File: src/rtl/sync_fifo_read_ctrl.sv
// sync_fifo_read_ctrl: head pointer, storage read strobe and valid/ready output stage of the synchronous FIFO
module sync_fifo_read_ctrl #(
    parameter int DATA_WIDTH       = 64,
    parameter int NUM_FIFO_BLOCKS  = 1024,
    parameter int POINTER_NUM_BITS = $clog2(NUM_FIFO_BLOCKS)
) (
    input  logic                        clk_i,
    input  logic                        rst_n_i,
    input  logic [POINTER_NUM_BITS:0]   wr_ptr_i,
    output logic [POINTER_NUM_BITS:0]   rd_ptr_o,
    output logic                        rd_req_o,
    output logic [POINTER_NUM_BITS-1:0] rd_addr_o,
    input  logic [DATA_WIDTH-1:0]       rd_data_i,
    output logic [DATA_WIDTH-1:0]       data_o,
    output logic                        valid_o,
    input  logic                        ready_i,
    output logic                        empty_o,
    output logic [POINTER_NUM_BITS:0]   fill_level_o,
    output logic                        err_o
);
    typedef enum logic [1:0] {IDLE = 2'd0, WAIT = 2'd1, PRESENT = 2'd2} state_t;
    localparam logic [POINTER_NUM_BITS:0] FULL_LVL = (POINTER_NUM_BITS+1)'(NUM_FIFO_BLOCKS);
    localparam logic [POINTER_NUM_BITS:0] PTR_ONE  = (POINTER_NUM_BITS+1)'(1);
    state_t                      state_q, state_d;
    logic [POINTER_NUM_BITS:0]   rd_ptr_q, rd_ptr_d;
    logic [DATA_WIDTH-1:0]       data_q, data_d;
    logic                        err_q, err_d;
    logic                        corrupt;
    assign fill_level_o = wr_ptr_i - rd_ptr_q;
    assign empty_o      = wr_ptr_i == rd_ptr_q;
    assign corrupt      = fill_level_o > FULL_LVL;
    // No strobe during reset or while the pointer pair is inconsistent, even before err_q registers it
    assign rd_req_o     = rst_n_i && !err_q && !corrupt && !empty_o &&
                          (state_q == IDLE || (state_q == PRESENT && ready_i));
    assign rd_ptr_o     = rd_ptr_q;
    assign rd_addr_o    = rd_ptr_q[POINTER_NUM_BITS-1:0];
    assign data_o       = data_q;
    assign valid_o      = state_q == PRESENT;
    assign err_o        = err_q;
    always_comb begin
        state_d  = state_q == WAIT ? PRESENT :
                   rd_req_o ? WAIT :
                   (state_q == PRESENT && !ready_i) ? PRESENT : IDLE;
        rd_ptr_d = rd_req_o ? rd_ptr_q + PTR_ONE : rd_ptr_q;
        data_d   = state_q == WAIT ? rd_data_i : data_q;
        err_d    = err_q | corrupt;
    end
    always_ff @(posedge clk_i) begin
        if (!rst_n_i) begin
            state_q  <= IDLE;
            rd_ptr_q <= '0;
            data_q   <= '0;
            err_q    <= 1'b0;
        end else begin
            state_q  <= state_d;
            rd_ptr_q <= rd_ptr_d;
            data_q   <= data_d;
            err_q    <= err_d;
        end
    end
endmodule

File: config.mk
export PLATFORM = sky130hd
export DESIGN_NAME = sync_fifo_read_ctrl
export DESIGN_NICKNAME = d
export VERILOG_FILES = /design/src/rtl/sync_fifo_read_ctrl.sv
export SDC_FILE = /design/constraint.sdc
export NUM_CORES = 1
export LEC_CHECK = 0
export ABC_AREA = 1
export BUFFER_PORTS_ARGS = -buffer_cell sky130_fd_sc_hd__buf_4
export CAP_MARGIN = 30
export CORE_MARGIN = 4
export CORE_UTILIZATION = 48
export CTS_BUF_LIST = sky130_fd_sc_hd__clkbuf_8
export DETAILED_ROUTE_END_ITERATION = 8
export PLACE_DENSITY = 0.83
export SYNTH_ARGS = -nofsm -noshare
export SYNTH_HDL_FRONTEND = slang
export SYNTH_SLANG_ARGS = --single-unit
File: constraint.sdc
create_clock -name clk_i -period 3.1 [get_ports clk_i]
set_clock_uncertainty 0.1 [all_clocks]
set_input_delay 0.465 -clock clk_i [delete_from_list [all_inputs] [get_ports clk_i]]
set_output_delay 0.465 -clock clk_i [all_outputs]
set_load 0.01 [all_outputs]
Yosys cells after proc, flatten, opt, wreduce, memory -nomap -nowiden
Index checks and enable logic that the tools add are counted.

storage, ports and cells
  register bits = 78
  bits of input ports = 78
  output and inout bits = 100
  word-level logic and storage cells = 29

operators by class
  add/sub/neg operators = 2
  $lt $le $gt $ge = 1
  equality and inequality tests = 3
  multiplexer cells = 3
  bitwise operators = 2
  reductions and logical operators = 13

operator list
  cell                                                              number
  11-bit by 1-bit adder with 11-bit output (second input constant)  1
  11-bit == test                                                    1
  11-bit greater-than comparator (second input constant)            1
  11-bit subtractor                                                 1
  1-bit logical AND                                                 6
  2-bit two-way mux                                                 3
  1-bit logical NOT                                                 4
  2-bit by 1-bit == test with 1-bit output (second input constant)  1
  2-bit == test (second input constant)                             1
  2-bit logical NOT                                                 1
  2-bit OR reduction                                                1
  1-bit logical OR                                                  1
  1-bit inverter                                                    1
  1-bit OR                                                          1

Longest topological paths before layout
Gate-level depths: netlist (run 1).

  word-level depth = 8
  mapped depth = 18
  depth with buffers taken out = 18

Worst setup path before layout (run 1)
Ideal clock, no wire load.

  path kind = input -> output
  from = in wr_ptr_i[0]
  to = out rd_req_o
  data arrival time = 2.122 ns
  data required time = 2.535 ns
  setup slack = 0.413 ns
  stages on the path = 15
  path buffers = 0
  cells stage by stage = inv_1 ha_1 inv_1 fa_1 inv_1 nand2_1 nor2_1 nand3_1 nor2_1 nand2_1 nor2_1 nand3_1 nand2_4 nand3_4 inv_1

between the ends
  word-level cells in the longest chain between the ends = 6
  elaborated cells between the ends (all ways) = 8
  classes of those cells = add/sub: 1; order compare: 1; eq/ne: 1; reduce/logical: 5

RTL lines
  what                            RTL line  text
  from (decl)                     9         input logic [POINTER_NUM_BITS:0] wr_ptr_i,
  11-bit subtractor               29        assign fill_level_o = wr_ptr_i - rd_ptr_q;
  net fill_level_o[1]             18        output logic [POINTER_NUM_BITS:0] fill_level_o,
  11-bit greater-than comparator  31        assign corrupt = fill_level_o > FULL_LVL;
  1-bit logical NOT               33        assign rd_req_o = rst_n_i && !err_q && !corrupt && !empty_o &&
  1-bit logical AND (3 in a row)  33
  to (decl)                       11        output logic rd_req_o,

The timed path passes the listed nets, and every way through them passes these cells.

Worst setup path after layout (run 1)
  from = reg rd_ptr_q[0] (netlist: rd_ptr_o[0])
  to = out rd_req_o

between the ends
  word-level cells in the longest chain between the ends = 6
  elaborated cells between the ends (all ways) = 8
  classes of those cells = add/sub: 1; order compare: 1; eq/ne: 1; reduce/logical: 5

RTL lines
  what                              RTL line  text
  from (decl)                       25        logic [POINTER_NUM_BITS:0] rd_ptr_q, rd_ptr_d;
  from (signal assigned)            56        rd_ptr_q <= rd_ptr_d;
  11-bit subtractor                 29
  11-bit greater-than comparator    31
  1-bit logical NOT                 33
  1-bit logical AND                 33
  1-bit logical AND * (2 in a row)  33

Mark *: on every way between the ends. The rest lies on a longest branch, timed or not.

==> results of run 1 <==
[critical path, delay by kind of cell (launching register included)]
kind                     cells  cell delay [ns]
adder cells (fa/ha/maj)      2             0.61
AND/OR/NAND/NOR              9             0.79
flip-flops                   1             0.36
buffers and inverters        4             0.30
[timing repair]
action | 4_1_cts | 5_1_grt
pin swaps | 0 | 3
endpoints found under the setup margin | 1 | 2
buffers inserted | 0 | 3
gates resized for setup | 1 | 10
[routing by layer]
metal	vias to the layer above	part of all wire (%)	wire, um	GRT usage (%)
met2	151	48	5080	39.8
met4	0	1.7	177	8.89
li1	1977	-	-	-
met3	15	11	1170	8.60
met1	1693	39	4120	25.9
met5	-	0	0	0
[per-stage QoR]
stage          setup slack [ns]  hold WS, ns
3_5_place_dp              0.244        0.372
5_1_grt                 -0.0138        0.272
2_1_floorplan             0.413        0.320
3_3_place_gp              0.331        0.336
4_1_cts                  0.0272        0.265
6_report                  0.131        0.277
[registers in the layout, indices dropped and copies added (netlist names)]
register and count:
state_q 2, rd_ptr_o 11, data_o 64, err_o 1
[cell type report]
| class | count | area (um^2) | share of cell area (%) |
|---|---|---|---|
| clock buffer | 10 | 138 | 2.65 |
| inverter | 58 | 218 | 4.19 |
| tap | 99 | 124 | 2.38 |
| multi-input combinational | 364 | 1720 | 33.1 |
| clock inverter | 6 | 36.3 | 0.698 |
| sequential | 78 | 1570 | 30.2 |
| timing repair buffer | 186 | 1400 | 26.8 |
[power by group through the flow]
stage	logic, mW	clock network [mW]	registers, mW
4_1_cts	0.995	0.696	1.23
2_1_floorplan	0.477	0	1.31
3_5_place_dp	0.991	0	1.25
6_report	1.00	0.676	1.23
3_3_place_gp	0.972	0	1.25
5_1_grt	1.12	0.742	1.25
[cell usage in the layout (no fill, tap or decap), types with 3 or more instances in the layout]
| cell | n |
|---|---|
| a21oi_1 | 4 |
| buf_4 | 186 |
| clkbuf_8 | 10 |
| clkinv_2 | 4 |
| dfxtp_1 | 74 |
| dfxtp_2 | 3 |
| ha_1 | 10 |
| inv_1 | 54 |
| inv_2 | 3 |
| nand2_1 | 73 |
| nand2_2 | 3 |
| nand3_1 | 20 |
| nand4_1 | 11 |
| nor2_1 | 159 |
| nor3_1 | 5 |
| o21ai_0 | 64 |
[final timing paths]
check | start | endpoint | cells past startpoint
worst max register to register | rd_ptr_o[0]$_SDFFE_PN0P_ | rd_ptr_o[8]$_SDFFE_PN0P_ | 17
worst min register to register | data_o[46]$_SDFFE_PN0P_ | data_o[46]$_SDFFE_PN0P_ | 2
worst min-delay path | rd_data_i[34] | data_o[34]$_SDFFE_PN0P_ | 3
worst max-delay path | rd_ptr_o[0]$_SDFFE_PN0P_ | rd_req_o | 15
[kinds of logic after synthesis]
| group | count (synthesis) | share of synthesized area, % |
|---|---|---|
| compound gates | 71 | 9.81 |
| buf+inv | 91 | 10.6 |
| fa+ha+maj | 12 | 4.32 |
| flops | 78 | 42.8 |
| xor+xnor | 4 | 1.17 |
| simple gates | 277 | 31.2 |
==> out/metrics.yaml, run 1 <==
drc: 0
drt.antenna.violating_nets: 0
utilization_pct: 71.0
antenna_found_initial: 0
start_util_pct: 49.7
layout-drive-gt1-share_pct: 31.2
worst_slew_pin_slew_ns: 0.632
max_freq_ghz: 0.337
min_period_over_period_pct: 95.8
outcome: "finished, final reports clean"
relSlewSlack_pct: 57.9
cts.clk_slew.worst_paths_ns: 0.08
ys_ff_latch: 78
die_y_um: 95.2
cp.arrival_ns: 2.40
async_flop_share_pct: 0
fin_tns_setup_ns: 0
synth_edf_count: 0
yosys_most_used_dff: "dfxtp_1"
crit_path_max_fanout: 4
power.internal_mw: 1.92
synth_top_area_cell: "dfxtp_1"
htree_levels: 3
portBuffers: 177
syn_avg_cell_area_um2: 6.84
num_vias: 3836
gp_congestion: 0.977
final_area_um2: 5200
ys_top_cells_by_count: "159 x nor2_1, 78 x dfxtp_1, 75 x nand2_1"
p_sw_share_pct: 33.9
io_pins: 178
grt_pass1_wl_um: 16800
yosysWarnings: 0
synthCells: 533
cpMostUsedCell: "nor2_1"
cp_slowest_cell: "fa_2"
clockPowerShare_pct: 23.2
hold_buffers: 0
n_fill_cell: 601
comb_power_share_pct: 34.5
dieArea_um2: 9050
synth_top_area_share_pct: 42.8
hold_class: "primary input to register"
syn_to_final_growth_pct: 42.7
post_dp_cell_area_um2: 4980
max-cap-violations: 0
cts.sinks: 78
hpwl_um: 8050
hold_viol: 0
setup_viol: 0
final-max-slew-violation-count: 0
avgRoutedWirePerCell_um: 13.2
seq_power_share_pct: 42.3
syn-num-nets: 623
grtUsageTotal_pct: 23.2
grt_start_max_net_pins: 73
ys_seq_area_share_pct: 42.8
syn_area_um2: 3650
clk_latency_ns: 0.33
row_count: 31
end_kind: "output port"
grt-ovfl-total: 0
power.switching_mw: 0.987
p_leak_nw: 2.60
routed_wl_um: 10500
synth.lib_cells_used.distinct: 28
vdd_drop_max_mv: 0.396
root_buffer: "clkbuf_8"
grt_pass1_vias: 3727
ys_top_cells_by_area: "dfxtp_1 43%, nor2_1 16%, o21ai_0 8.8%"
power.density_nw_per_um2: 559
cp_cell_sequence: "ha_1, inv_2, fa_2, inv_1, nand2_1, nor2_1, nand3_1, nor2_1, nand2_1, nor2_1, nand3_1, nand2_4, nand3_4, inv_2, buf_4"
critPathLaunchType: "register"
cp.required_ns: 2.53
drt_iter0_drc: 122
period_needed_ns: 2.97
max_stage_delay_ns: 0.43
dp_cells: 782
finalPower_mw: 2.91
drt-pass1-iter-count: 4
core_area_um2: 7330
fin_nets: 787
yosysMostFrequentCell: "nor2_1"
die_w_um: 95.2
clockBufferDepth: 2
path_class: "register to output port"
stdcell_count: 801
vias_per_cell: 4.79
cts_buffers: 9
cts_tree: "built"
diodes: 0
regToRegSetupSlack_ns: 0.59
No activity file was read; power rests on OpenSTA's default activity.
==> run 2, diff against run 1 <==
--- a/config.mk
+++ b/config.mk
@@ -9,10 +9,11 @@
 export BUFFER_PORTS_ARGS = -buffer_cell sky130_fd_sc_hd__buf_4
 export CAP_MARGIN = 30
 export CORE_MARGIN = 4
-export CORE_UTILIZATION = 48
-export CTS_BUF_LIST = sky130_fd_sc_hd__clkbuf_8
+export CORE_UTILIZATION = 46
+export CTS_BUF_LIST = sky130_fd_sc_hd__clkbuf_16
 export DETAILED_ROUTE_END_ITERATION = 8
-export PLACE_DENSITY = 0.83
+export PLACE_DENSITY = 0.8
+export SETUP_SLACK_MARGIN = 0.1
 export SYNTH_ARGS = -nofsm -noshare
 export SYNTH_HDL_FRONTEND = slang
 export SYNTH_SLANG_ARGS = --single-unit
==> out/metrics.yaml, run 2 (synthesized netlist as in run 1, its figures left out) <==
vias_per_cell: 4.97
fin_nets: 789
setup_viol: 0
start_util_pct: 47.2
outcome: "finished, final reports clean"
drt-pass1-iter-count: 4
drt.antenna.violating_nets: 0
core_area_um2: 7730
max-cap-violations: 0
drt_iter0_drc: 187
r2r_cells: 17
grtUsageTotal_pct: 23.2
top_layer: "met4"
crit_path_max_fanout: 4
portBuffers: 177
rsz0062_at_grt: "yes"
antenna_found_initial: 0
reg2reg_to: "rd_ptr_o[8]$_SDFFE_PN0P_"
htree_levels: 3
critPathLaunchType: "register"
diodes: 0
path_class: "register to output port"
wl_met2_um: 5730
finalPower_mw: 3.64
cp.required_ns: 2.53
utilization_pct: 71.8
max_stage_delay_ns: 0.42
final_cell_mix: "187 x buf_4, 157 x nor2_1, 70 x dfxtp_1"
grt_start_max_net_pins: 73
hold_viol: 0
worst_slack_ns: 0.175
routed_wl_um: 11300
cts_buffers: 9
grt_pass1_vias: 3988
root_buffer: "clkbuf_16"
clk_latency_ns: 0.32
end_kind: "output port"
cp_slowest_cell: "fa_2"
critPathBufInv: 3
r2r_start: "rd_ptr_o[0]$_SDFFE_PN0P_"
grt_pass1_wl_um: 18100
min_to: "data_o[26]$_SDFFE_PN0P_"
regToRegSetupSlack_ns: 0.64
relSlewSlack_pct: 59.6
dp_slack_ns: 0.170
final-max-slew-violation-count: 0
cp_top_family: "simple AND/OR/NAND/NOR gates"
fin_tns_setup_ns: 0
vdd_drop_max_mv: 0.483
num_vias: 3997
cts.sinks: 78
fin_hold_ws_ns: 0.287
dieArea_um2: 9410
hold_buffers: 0
hold_path_depth: 3
io_pins: 178
largest_reg_flops: 64
avgRoutedWirePerCell_um: 14.1
n_fill_cell: 620
period_needed_ns: 2.93
cts.clk_slew.worst_paths_ns: 0.06
power.density_nw_per_um2: 657
max_freq_ghz: 0.342
drc: 0
p_leak_nw: 2.72
min_from: "rd_data_i[26]"
gp_congestion: 0.864
row_count: 32
layout-drive-gt1-share_pct: 34.6
die_y_um: 97.0
worst_slew_pin_slew_ns: 0.606
dr_wl_met3_um: 1210
wl_met1_um: 4180
hpwl_um: 8230
min_period_over_period_pct: 94.4
final_common_cell: "buf_4"
syn_to_final_growth_pct: 52.2
cp_cell_sequence: "ha_4, inv_2, fa_2, nand2_2, nand2_4, nand3_4, nand3_2, nor2_2, nand2_1, nor2_1, nand3_1, nand2_4, nand3_4, inv_2, buf_4"
grt-ovfl-total: 0
cts_tree: "built"
die_w_um: 97.0
cp.arrival_ns: 2.36
clockBufferDepth: 2
hold_class: "primary input to register"
run 2: cell count changes in the layout (fill, tap and decap cells not counted), sizes merged:
cell,delta
clkinvlp,-1
buf,+2
clkbuf,-1
inv,-1
clkinv,-3
bufinv,+5
run 2: how the worst max path moves through the flow:
stage                                        start  endpoint  slack, ns  depth (start not counted)
after global placement                 wr_ptr_i[0]  rd_req_o       0.24                         17
after detailed placement               wr_ptr_i[0]  rd_req_o       0.17                         17
final                     rd_ptr_o[0]$_SDFFE_PN0P_  rd_req_o       0.17                         15
after floorplan                        wr_ptr_i[0]  rd_req_o       0.41                         15
after global routing      rd_ptr_o[0]$_SDFFE_PN0P_  rd_req_o       0.04                         15
after CTS                 rd_ptr_o[0]$_SDFFE_PN0P_  rd_req_o       0.13                         15
run 2: worst min-delay path: stages:
cell and delay [ns]:
buf_4 0.07, o21ai_0 0.07, nor2_1 0.07
run 2: cell type report:
class	instances	area [um^2]	area share [%]
repair buffers	188	1420	25.7
flip-flops and latches	78	1580	28.4
clock inverters	6	159	2.86
inverters	58	218	3.92
clock buffers	9	225	4.06
multi-input cells	364	1820	32.8
well taps	102	128	2.30
run 2: stage by stage:
stage          cell area (um^2)  instances
3_3_place_gp               4960        783
3_5_place_dp               4980        784
2_1_floorplan              3650        533
5_1_grt                    5550        805
4_1_cts                    5390        800
6_report                   5550        805
run 2: report_power, final:
group,internal (mW),switching (mW)
Combinational,0.490,0.567
Clock,0.946,0.404
Sequential,1.15,0.0866
Total,2.59,1.06
run 2: per-layer routing:
layer	track usage [%]	vias up
met1	25.3	1830
met5	0	-
met3	9.81	14
li1	-	1991
met2	39.9	162
met4	8.96	0
run 2: what timing repair did:
item / 4_1_cts / 5_1_grt
pin swaps: 0 / 10
buffers inserted: 1 / 5
endpoints found under the setup margin: 1 / 1
endpoints found under the hold margin: 0 / 0
gates resized for setup: 6 / 33
